--- src/rtl/mlp_pkg.sv ---
// mlp_pkg: definitions shared by the MLP datapath stages (MAC, layer,
// argmax). Holds the default fixed-point format, the argmax FSM state
// encoding and the helper that sizes index fields.
package mlp_pkg;

  // Default Q8.8 format shared by the MAC, layer and argmax stages.
  localparam int FP_TOTAL_BITS_DEFAULT = 16;
  localparam int FP_FRAC_BITS_DEFAULT  = 8;

  // Argmax controller states. The encoding is fixed so that legacy code
  // can keep using plain 2-bit constants.
  typedef enum logic [1:0] {
    ARGMAX_IDLE = 2'd0,
    ARGMAX_SCAN = 2'd1,
    ARGMAX_HOLD = 2'd2
  } argmax_state_t;

  // Bits needed to index n items, never less than one so that a
  // single-item configuration still has a real port.
  function automatic int clog2_min1(input int n);
    int w;
    if (n > 2) begin
      w = $clog2(n);
    end else begin
      w = 1;
    end
    return w;
  endfunction

endpackage

--- src/rtl/argmax_select_if.sv ---
// argmax_select_if: bundles the score capture inputs and the result
// valid/ready handshake of the argmax stage.
//   in_done   - level done from the layer (rising edge = new scores)
//   scores    - packed signed scores, element 0 in the low bits
//   busy      - stage owns a captured score set
//   out_valid / out_ready - result handshake
//   class_idx / max_score - winning index and its score
//   overrun   - sticky flag, a done edge arrived while busy
// master = the environment side, slave = the argmax stage.
interface argmax_select_if
  import mlp_pkg::*;
#(
  parameter int NUM_CLASSES   = 3,
  parameter int FP_TOTAL_BITS = FP_TOTAL_BITS_DEFAULT
);

  localparam int IDX_W = clog2_min1(NUM_CLASSES);

  logic                                      in_done;
  logic [NUM_CLASSES-1:0][FP_TOTAL_BITS-1:0] scores;
  logic                                      busy;
  logic                                      out_valid;
  logic                                      out_ready;
  logic [IDX_W-1:0]                          class_idx;
  logic [FP_TOTAL_BITS-1:0]                  max_score;
  logic                                      overrun;

  modport master (
    output in_done, scores, out_ready,
    input  busy, out_valid, class_idx, max_score, overrun
  );

  modport slave (
    input  in_done, scores, out_ready,
    output busy, out_valid, class_idx, max_score, overrun
  );

endinterface

--- src/rtl/argmax_select.sv ---
// argmax_select: final classification stage of the MLP datapath.
// On a rising edge of the layer's level done it captures all scores,
// walks them one per clock with a signed compare, and presents the
// winning index and score until the consumer accepts them.
// Ports:
//   clk   - single clock
//   reset - asynchronous, active-low
//   bus   - argmax_select_if.slave (capture inputs, result handshake,
//           busy and sticky overrun)
// All outputs come straight from registers.
module argmax_select
  import mlp_pkg::*;
#(
  parameter int NUM_CLASSES   = 3,
  parameter int FP_TOTAL_BITS = FP_TOTAL_BITS_DEFAULT,
  parameter int FP_FRAC_BITS  = FP_FRAC_BITS_DEFAULT
) (
  input  logic           clk,
  input  logic           reset,
  argmax_select_if.slave bus
);

  localparam int               IDX_W    = clog2_min1(NUM_CLASSES);
  localparam logic [IDX_W-1:0] LAST_IDX = IDX_W'(NUM_CLASSES - 1);

  localparam logic [1:0] IDLE_ST = ARGMAX_IDLE;
  localparam logic [1:0] SCAN_ST = ARGMAX_SCAN;
  localparam logic [1:0] HOLD_ST = ARGMAX_HOLD;

  // Reject configurations the index and score fields cannot represent.
  // The fractional width never affects an ordering compare, so it is
  // only range-checked here.
  if ((NUM_CLASSES < 1) || (NUM_CLASSES > 256)) begin : g_bad_num_classes
    $error("argmax_select: NUM_CLASSES must be 1..256");
  end
  if ((FP_FRAC_BITS < 0) || (FP_FRAC_BITS >= FP_TOTAL_BITS)) begin : g_bad_frac_bits
    $error("argmax_select: FP_FRAC_BITS must be 0..FP_TOTAL_BITS-1");
  end

  logic [1:0]               state_r;
  logic                     done_q_r;
  logic [FP_TOTAL_BITS-1:0] score_arr_r [NUM_CLASSES];
  logic [FP_TOTAL_BITS-1:0] best_r;
  logic [IDX_W-1:0]         best_idx_r;
  logic [IDX_W-1:0]         cnt_r;
  logic                     busy_r;
  logic                     out_valid_r;
  logic                     overrun_r;
  logic [IDX_W-1:0]         class_idx_r;
  logic [FP_TOTAL_BITS-1:0] max_score_r;

  logic                     rise_s;
  logic [FP_TOTAL_BITS-1:0] cand_s;
  logic                     greater_s;
  logic [IDX_W-1:0]         win_idx_s;
  logic [FP_TOTAL_BITS-1:0] win_score_s;

  // Done edge detect and the running-best update for the current scan slot.
  always_comb begin
    rise_s    = bus.in_done & ~done_q_r;
    cand_s    = score_arr_r[cnt_r];
    // Strictly greater only: a tie keeps the earlier (lower) index.
    greater_s = $signed(cand_s) > $signed(best_r);
    if (greater_s) begin
      win_idx_s   = cnt_r;
      win_score_s = cand_s;
    end else begin
      win_idx_s   = best_idx_r;
      win_score_s = best_r;
    end
  end

  // Capture, sequential scan and result hold; reset discards any partial scan.
  always_ff @(posedge clk or negedge reset) begin
    if (!reset) begin
      state_r     <= IDLE_ST;
      done_q_r    <= 1'b0;
      best_r      <= '0;
      best_idx_r  <= '0;
      cnt_r       <= '0;
      busy_r      <= 1'b0;
      out_valid_r <= 1'b0;
      overrun_r   <= 1'b0;
      class_idx_r <= '0;
      max_score_r <= '0;
      for (int j = 0; j < NUM_CLASSES; j++) begin
        score_arr_r[j] <= '0;
      end
    end else begin
      done_q_r <= bus.in_done;

      // Any done edge outside IDLE is lost, including one landing on the
      // acceptance cycle; remember it until reset.
      if (rise_s && (state_r != IDLE_ST)) begin
        overrun_r <= 1'b1;
      end else begin
        overrun_r <= overrun_r;
      end

      case (state_r)
        IDLE_ST: begin
          if (rise_s) begin
            for (int j = 0; j < NUM_CLASSES; j++) begin
              score_arr_r[j] <= bus.scores[j];
            end
            best_r     <= bus.scores[0];
            best_idx_r <= '0;
            cnt_r      <= IDX_W'(1);
            busy_r     <= 1'b1;
            if (NUM_CLASSES == 1) begin
              // Nothing to compare: the only score is the winner.
              state_r     <= HOLD_ST;
              out_valid_r <= 1'b1;
              class_idx_r <= '0;
              max_score_r <= bus.scores[0];
            end else begin
              state_r <= SCAN_ST;
            end
          end else begin
            state_r <= IDLE_ST;
          end
        end

        SCAN_ST: begin
          best_r     <= win_score_s;
          best_idx_r <= win_idx_s;
          if (cnt_r == LAST_IDX) begin
            // Last slot: publish the result including this compare.
            state_r     <= HOLD_ST;
            out_valid_r <= 1'b1;
            class_idx_r <= win_idx_s;
            max_score_r <= win_score_s;
          end else begin
            cnt_r <= cnt_r + IDX_W'(1);
          end
        end

        HOLD_ST: begin
          if (bus.out_ready) begin
            state_r     <= IDLE_ST;
            out_valid_r <= 1'b0;
            busy_r      <= 1'b0;
          end else begin
            state_r <= HOLD_ST;
          end
        end

        default: begin
          state_r     <= IDLE_ST;
          out_valid_r <= 1'b0;
          busy_r      <= 1'b0;
        end
      endcase
    end
  end

  assign bus.busy      = busy_r;
  assign bus.out_valid = out_valid_r;
  assign bus.class_idx = class_idx_r;
  assign bus.max_score = max_score_r;
  assign bus.overrun   = overrun_r;

endmodule
--- src/flat_wrapper.sv ---
// flat-port wrapper written by rule: the top's interface ports become plain ports
module argmax_select_flat import mlp_pkg::*;
#(
  parameter int NUM_CLASSES   = 3,
  parameter int FP_TOTAL_BITS = FP_TOTAL_BITS_DEFAULT,
  parameter int FP_FRAC_BITS  = FP_FRAC_BITS_DEFAULT
)
  (clk, reset, bus_in_done, bus_scores, bus_out_ready, bus_busy, bus_out_valid, bus_class_idx, bus_max_score, bus_overrun);
  argmax_select_if #(.NUM_CLASSES(NUM_CLASSES), .FP_TOTAL_BITS(FP_TOTAL_BITS)) bus_i ();
  input  logic clk;
  input  logic reset;
  input wire logic [$bits(bus_i.in_done)-1:0] bus_in_done;
  input wire logic [$bits(bus_i.scores)-1:0] bus_scores;
  input wire logic [$bits(bus_i.out_ready)-1:0] bus_out_ready;
  output wire logic [$bits(bus_i.busy)-1:0] bus_busy;
  output wire logic [$bits(bus_i.out_valid)-1:0] bus_out_valid;
  output wire logic [$bits(bus_i.class_idx)-1:0] bus_class_idx;
  output wire logic [$bits(bus_i.max_score)-1:0] bus_max_score;
  output wire logic [$bits(bus_i.overrun)-1:0] bus_overrun;
  assign bus_i.in_done = bus_in_done;
  assign bus_i.scores = bus_scores;
  assign bus_i.out_ready = bus_out_ready;
  assign bus_busy = bus_i.busy;
  assign bus_out_valid = bus_i.out_valid;
  assign bus_class_idx = bus_i.class_idx;
  assign bus_max_score = bus_i.max_score;
  assign bus_overrun = bus_i.overrun;
  argmax_select #(.NUM_CLASSES(NUM_CLASSES), .FP_TOTAL_BITS(FP_TOTAL_BITS), .FP_FRAC_BITS(FP_FRAC_BITS)) u_core (.clk(clk), .reset(reset), .bus(bus_i));
endmodule
--- config.mk ---
export PLATFORM = sky130hd
export DESIGN_NAME = argmax_select_flat
export DESIGN_NICKNAME = d
export VERILOG_FILES = /design/src/rtl/mlp_pkg.sv /design/src/rtl/argmax_select_if.sv /design/src/rtl/argmax_select.sv /design/src/flat_wrapper.sv
export SDC_FILE = /design/constraint.sdc
export NUM_CORES = 1
export LEC_CHECK = 0
export CELL_PAD_IN_SITES_DETAIL_PLACEMENT = 1
export CELL_PAD_IN_SITES_GLOBAL_PLACEMENT = 1
export CORE_MARGIN = 3
export CORE_UTILIZATION = 46
export CTS_BUF_LIST = sky130_fd_sc_hd__clkbuf_4
export DETAILED_ROUTE_END_ITERATION = 8
export HOLD_SLACK_MARGIN = 0.15
export PLACE_DENSITY_LB_ADDON = 0.1
export SETUP_SLACK_MARGIN = 0.15
export SLEW_MARGIN = 20
export SYNTH_ARGS = -nofsm -noshare
export SYNTH_HDL_FRONTEND = slang
export SYNTH_SLANG_ARGS = --single-unit
--- constraint.sdc ---
create_clock -name clk -period 9 [get_ports clk]
set_clock_uncertainty 0.05 [all_clocks]
set_input_delay 1.8 -clock clk [delete_from_list [all_inputs] [get_ports clk]]
set_output_delay 1.8 -clock clk [all_outputs]
set_load 0.02 [all_outputs]
; ---- Yosys cells after proc, flatten, opt, wreduce, memory -nomap -nowiden
; Cells that the tools add are included.
[op_classes]
bitwise = 5
eq_ne = 7
addsub = 1
order_cmp = 2
mux = 21
n_reduce_logical = 10
[op_table]
columns = operator, count
row1 = $mux W16, 4
row2 = $bmux W16 S2, 1
row3 = $pmux W16 S2, 1
row4 = $gt A16 B16 Y1, 1
row5 = $mux W2, 6
row6 = $reduce_and A3 Y1, 3
row7 = $pmux W2 S2, 2
row8 = $pmux W1 S3, 2
row9 = $pmux W2 S3, 1
row10 = $reduce_and A2 Y1, 3
row11 = $eq A2 B2 Y1 const B, 2
row12 = $mux W1, 4
row13 = $ne A2 B1 Y1 const B, 2
row14 = $ne A2 B2 Y1 const B, 2
row15 = $reduce_bool A2 Y1, 2
row16 = $ge A3 B3 Y1 const B, 1
row17 = $not A1 Y1, 3
row18 = $not A2 Y3, 1
row19 = $add A2 B1 Y2 const B, 1
row20 = $eq A2 B1 Y1 const B, 1
row21 = $logic_not A2 Y1, 1
row22 = $and A1 B1 Y1, 1
row23 = $logic_and A1 B1 Y1, 1
[word_totals]
ff_bits = 92
inputBits = 52
out_inout_bits = 21
word_cells = 59

; ---- Logic depth before layout (Yosys ltp)
[logic_depth]
word_depth = 7
depth_mapped = 16
depth_no_buf = 11

; ---- Least setup slack after synthesis
; OpenSTA, ideal clock, no wires.
[synth_timing]
path_type = register -> register
start = register u_core.cnt_r[0]
end = register u_core.best_r[10]
slack_ns = 5.787
arrival_time_ns = 3.032
t_required_ns = 8.819
period_less_slack_ns = 3.213
path_stages_with_launch = 14
cell_sequence = dfrtp_1 buf_2 inv_2 nor2_2 buf_2 o2bb2ai_1 ha_1 and4_1 nand3_1 a21oi_1 a2111oi_4 mux2i_2 buf_2 o211ai_1
[synth_via]
elab_chain_cells = 7
[synth_rtl]
columns = item, line
row1 = "start, declared", argmax_select.sv:45  ; logic [IDX_W-1:0] cnt_r;
row2 = "start signal, assigned", argmax_select.sv:134  ; cnt_r <= cnt_r + IDX_W'(1);
row3 = $not A2 Y3 (implied by the code) *, argmax_select.sv:61  ; cand_s = score_arr_r[cnt_r];
row4 = $bmux W16 S2 *, argmax_select.sv:61
row5 = $mux W16 (implied by the code) * (2 in series), argmax_select.sv:61
row6 = $gt A16 B16 Y1, argmax_select.sv:63  ; greater_s = $signed(cand_s) > $signed(best_r);
row7 = $mux W16 *, argmax_select.sv:64  ; if (greater_s) begin
row8 = $pmux W16 S2 *, argmax_select.sv:100  ; case (state_r)
row9 = "end signal, assigned", argmax_select.sv:106  ; best_r <= bus.scores[0];
row10 = "end signal, assigned", argmax_select.sv:125  ; best_r <= win_score_s;
row11 = "end, declared", argmax_select.sv:43  ; logic [FP_TOTAL_BITS-1:0] best_r;
; Mark *: on every way between the ends. The rest lies on a longest branch, timed or not. The select of a mux whose other input is x is not followed.
; A chain may end at the register's enable or synchronous reset.

; ---- Worst setup path in the final report
[layout_timing]
start = register u_core.cnt_r[0]
end = register u_core.max_score_r[9] (netlist: u_core.bus.max_score[9])
[layout_via]
elab_chain_cells = 6
word_cells_on_any_way = 8
classes_between = order compare: 1 / eq/ne: 1 / mux: 4 / bitwise: 1 / reduce/logical: 1
[layout_rtl]
columns = item, line
row1 = $not A2 Y3 (implied by the code), argmax_select.sv:61
row2 = $bmux W16 S2, argmax_select.sv:61
row3 = $mux W16 (implied by the code) (2 in series), argmax_select.sv:61
row4 = $gt A16 B16 Y1, argmax_select.sv:63
row5 = $mux W16, argmax_select.sv:64
row6 = "end signal, assigned", argmax_select.sv:115  ; max_score_r <= bus.scores[0];
row7 = "end signal, assigned", argmax_select.sv:132  ; max_score_r <= win_score_s;
row8 = "end, declared", argmax_select.sv:50  ; logic [FP_TOTAL_BITS-1:0] max_score_r;
; Several ways; a longest one is shown, not always the timed one. The select of a mux whose other input is x is not followed.

==> flow_summary.yaml <==
run_status:
  status: "completed"
synthesis:
  synth_fp_nets: 672
  yosysWarnings: 0
  postSynthAreaPerCell_um2: 8.58
  yosysTopAreaCellShare: 0.445
  synth_cell_type_count: 37
  synthesis.area_um2: 5180
  ys.flop_type: "dfrtp_1"
  synth_top_area_cell: "dfrtp_1"
  synth_edf_count: 0
  yosysSeqAreaShare: 0.445
  synthTopCellsByArea: "dfrtp_1, nand2_1, a21oi_1"
  ys_ff_latch: 92
  async_reset_ff_frac: 1.00
  syn_inst: 603
pwr:
  ir_worst_vdd_mv: 0.188
  power_leakage_nw: 2.66
  pwr_density_cell_nw_per_um2: 398
timing:
  rsz0062_at_grt: "false"
  min_period_ns: 4.79
  final-hold-violation-count: 0
  finalSetupViolations: 0
  fmax_mhz: 209
  finalCritPeriodShare: 0.532
  slew_headroom: 0.369
  tns_ns: 0
  slew_violations: 0
  worstMarginPinSlew_ns: 0.946
critical_path:
  end_kind: "flip-flop"
  start_kind: "flip-flop"
  worstPathCellList: "inv_2, nor2_2, o2bb2ai_1, ha_1, and4_4, nand4_1, and2_1, buf_4, a21oi_1, or3_1, o2111ai_1"
  crit_arrival_ns: 5.08
  worstPathRequired_ns: 9.29
  path_max_fanout: 34
  critPathTopFamily: "simple AND/OR/NAND/NOR gates"
  slowest_delay_ns: 0.77
  slowest_stage: "dfrtp_1"
  crit_type: "flip-flop to flip-flop"
  crit_buf_inv: 2
detailed_routing:
  vias_per_cell: 5.74
  ant_nets: 0
  wl_per_cell_um: 18.0
  vias: 4544
  drt_iter0_drc: 196
  finalWirelength_um: 14300
  first_pass_iters: 6
  drc: 0
finish:
  area_delta_synth_final_pct: 17.3
  layout-drive-gt1-share: 0.0676
  stdcell_count: 791
  diodes: 0
  nNetsFinal: 715
clocking:
  cts_made_buffers: 9
  holdBufCountCts: 0
  cts_root_buf: "clkbuf_4"
  clk_pin_slew_ns: 0.14
  cts-htree-levels: 3
  cts_setup_buffers: 0
  cts_tree: "yes"
  cts.path.max_buffers: 2
  cts.repair.resized: 0
  clock-sinks: 92
  insertion_delay_ns: 0.45
worst_hold_path:
  hold_path_class: "flip-flop to flip-flop"
placed_design:
  port_buffers: 72
  gp_congestion: 0.805
  numPlacedInstances: 775
  hpwl_um: 10000
floorplan:
  initial_core_util: 0.473
  rows: 38
  io_pins: 73
  die-area_um2: 12600
  die_h_um: 112
  die_width_um: 112
  core_area_um2: 10900
grt:
  grt_pass1_wl_um: 24300
  grt_max_degree: 76
  grt_overflow: 0
  grt_pass1_vias: 4717
  grt_util_all_layers: 0.235
  antenna_found_initial: 0
job:
  drv_cap: 0
tightest hold or removal path: cells and delay by family, from the launching register on:
family / cells / cell delay (ns)
flip-flops: 1 / 0.37
AND/OR/NAND/NOR: 2 / 0.10
per-layer routing:
metal  GRT usage  vias up  wire length, um
li1            -     2184                -
met1       0.352     2246             7070
met2       0.364       98             6470
met3      0.0313       16              556
met4      0.0593        0              163
met5           0        -                0
layout make-up:
cell class              instances  area [um^2]
clock buffers                  10         75.1
clock inverters                 6         55.1
fillers                      1313         4870
inverters                      20         75.1
multi-input cells             443         2610
flip-flops and latches         92         2300
well taps                     140          175
repair buffers                 80          778
sequential cells by signal, indices dropped and copies added (netlist names):
name / flops
u_core.score_arr_r: 48
u_core.best_idx_r: 2
u_core.state_r: 2
u_core.bus.max_score: 16
u_core.bus.busy: 1
u_core.cnt_r: 2
u_core.done_q_r: 1
u_core.best_r: 16
u_core.bus.overrun: 1
u_core.bus.out_valid: 1
u_core.bus.class_idx: 2
kinds of logic (layout without fill, tap and decap cells):
family	count (synthesis)	after routing	synth area share
and+or+nand+nor	287	287	0.248
AOI/OAI and AO/OA	104	104	0.138
DFF	92	92	0.445
buffers and inverters	68	116	0.0554
muxes	35	35	0.0723
adders and majority gates	17	17	0.0411
power breakdown:
group	switching (mW)	internal, mW	leakage, nW
Sequential	0.151	0.596	1.15
Clock	0.141	0.0854	0.0729
Combinational	0.916	0.523	1.44
Total	1.21	1.20	2.66
through the flow:
stage | hold slack (ns) | instance area (um^2) | util | setup slack (ns) | power [mW]
after floorplan | 0.395 | 5180 | - | 5.79 | 1.76
after global placement | 0.408 | 5930 | 0.542 | 4.40 | 2.08
after detailed placement | 0.411 | 5930 | 0.542 | 4.13 | 2.16
after CTS | 0.446 | 6060 | 0.554 | 4.09 | 2.40
after global routing | 0.470 | 6070 | 0.555 | 3.86 | 2.62
final | 0.442 | 6070 | 0.555 | 4.21 | 2.41
synth_stat cells, drive strengths merged, types with 12 or more instances:
cell type and instances:
a21oi 45, buf 18, clkbuf 30, dfrtp 92, ha 17, inv 20
mux2 16, mux2i 19, nand2 187, nand3 34, nand4 25, o2111ai 12
o211ai 17, o2bb2ai 16, or3 18
final timing paths:
kind / startpoint / end / slack (ns) / depth (start not counted)
setup / recovery: u_core.cnt_r[0] / u_core.bus.max_score[9] / 4.21 / 11
hold / removal: u_core.score_arr_r[24] / u_core.score_arr_r[24] / 0.44 / 2
setup reg to reg: u_core.cnt_r[0] / u_core.bus.max_score[9] / 4.21 / 11
hold reg to reg: u_core.score_arr_r[24] / u_core.score_arr_r[24] / 0.44 / 2
max in group asynchronous: reset / u_core.score_arr_r[25] / 6.54 / 2
min in group asynchronous: reset / u_core.bus.max_score[4] / 1.13 / 1
cells in the final DEF, fill, tap and decap left out, types with 2 or more instances in the layout:
| master | Yosys | layout |
|---|---|---|
| nor2_1 | 6 | 6 |
| nand3_1 | 33 | 33 |
| clkdlybuf4s50_1 | 0 | 71 |
| a21oi_1 | 45 | 45 |
| o21ai_0 | 5 | 5 |
| nor2b_1 | 3 | 2 |
| inv_1 | 19 | 19 |
| nand2_1 | 187 | 186 |
| nand4_1 | 25 | 25 |
| nand2b_1 | 4 | 3 |
| o21ai_1 | 2 | 2 |
| and2_1 | 3 | 3 |
| o2111ai_1 | 12 | 12 |
| or3_1 | 18 | 18 |
| buf_4 | 5 | 9 |
| and4_1 | 3 | 3 |
| dfrtp_1 | 92 | 92 |
| o211a_1 | 2 | 2 |
| mux2_1 | 4 | 4 |
| mux2i_1 | 18 | 18 |
| clkinv_1 | 0 | 3 |
| ha_1 | 17 | 17 |
| o211ai_1 | 17 | 17 |
| clkbuf_4 | 0 | 10 |
| a41oi_1 | 2 | 2 |
| o2bb2ai_1 | 16 | 16 |
| mux2_2 | 12 | 12 |
(Power assumes the default switching activity.)
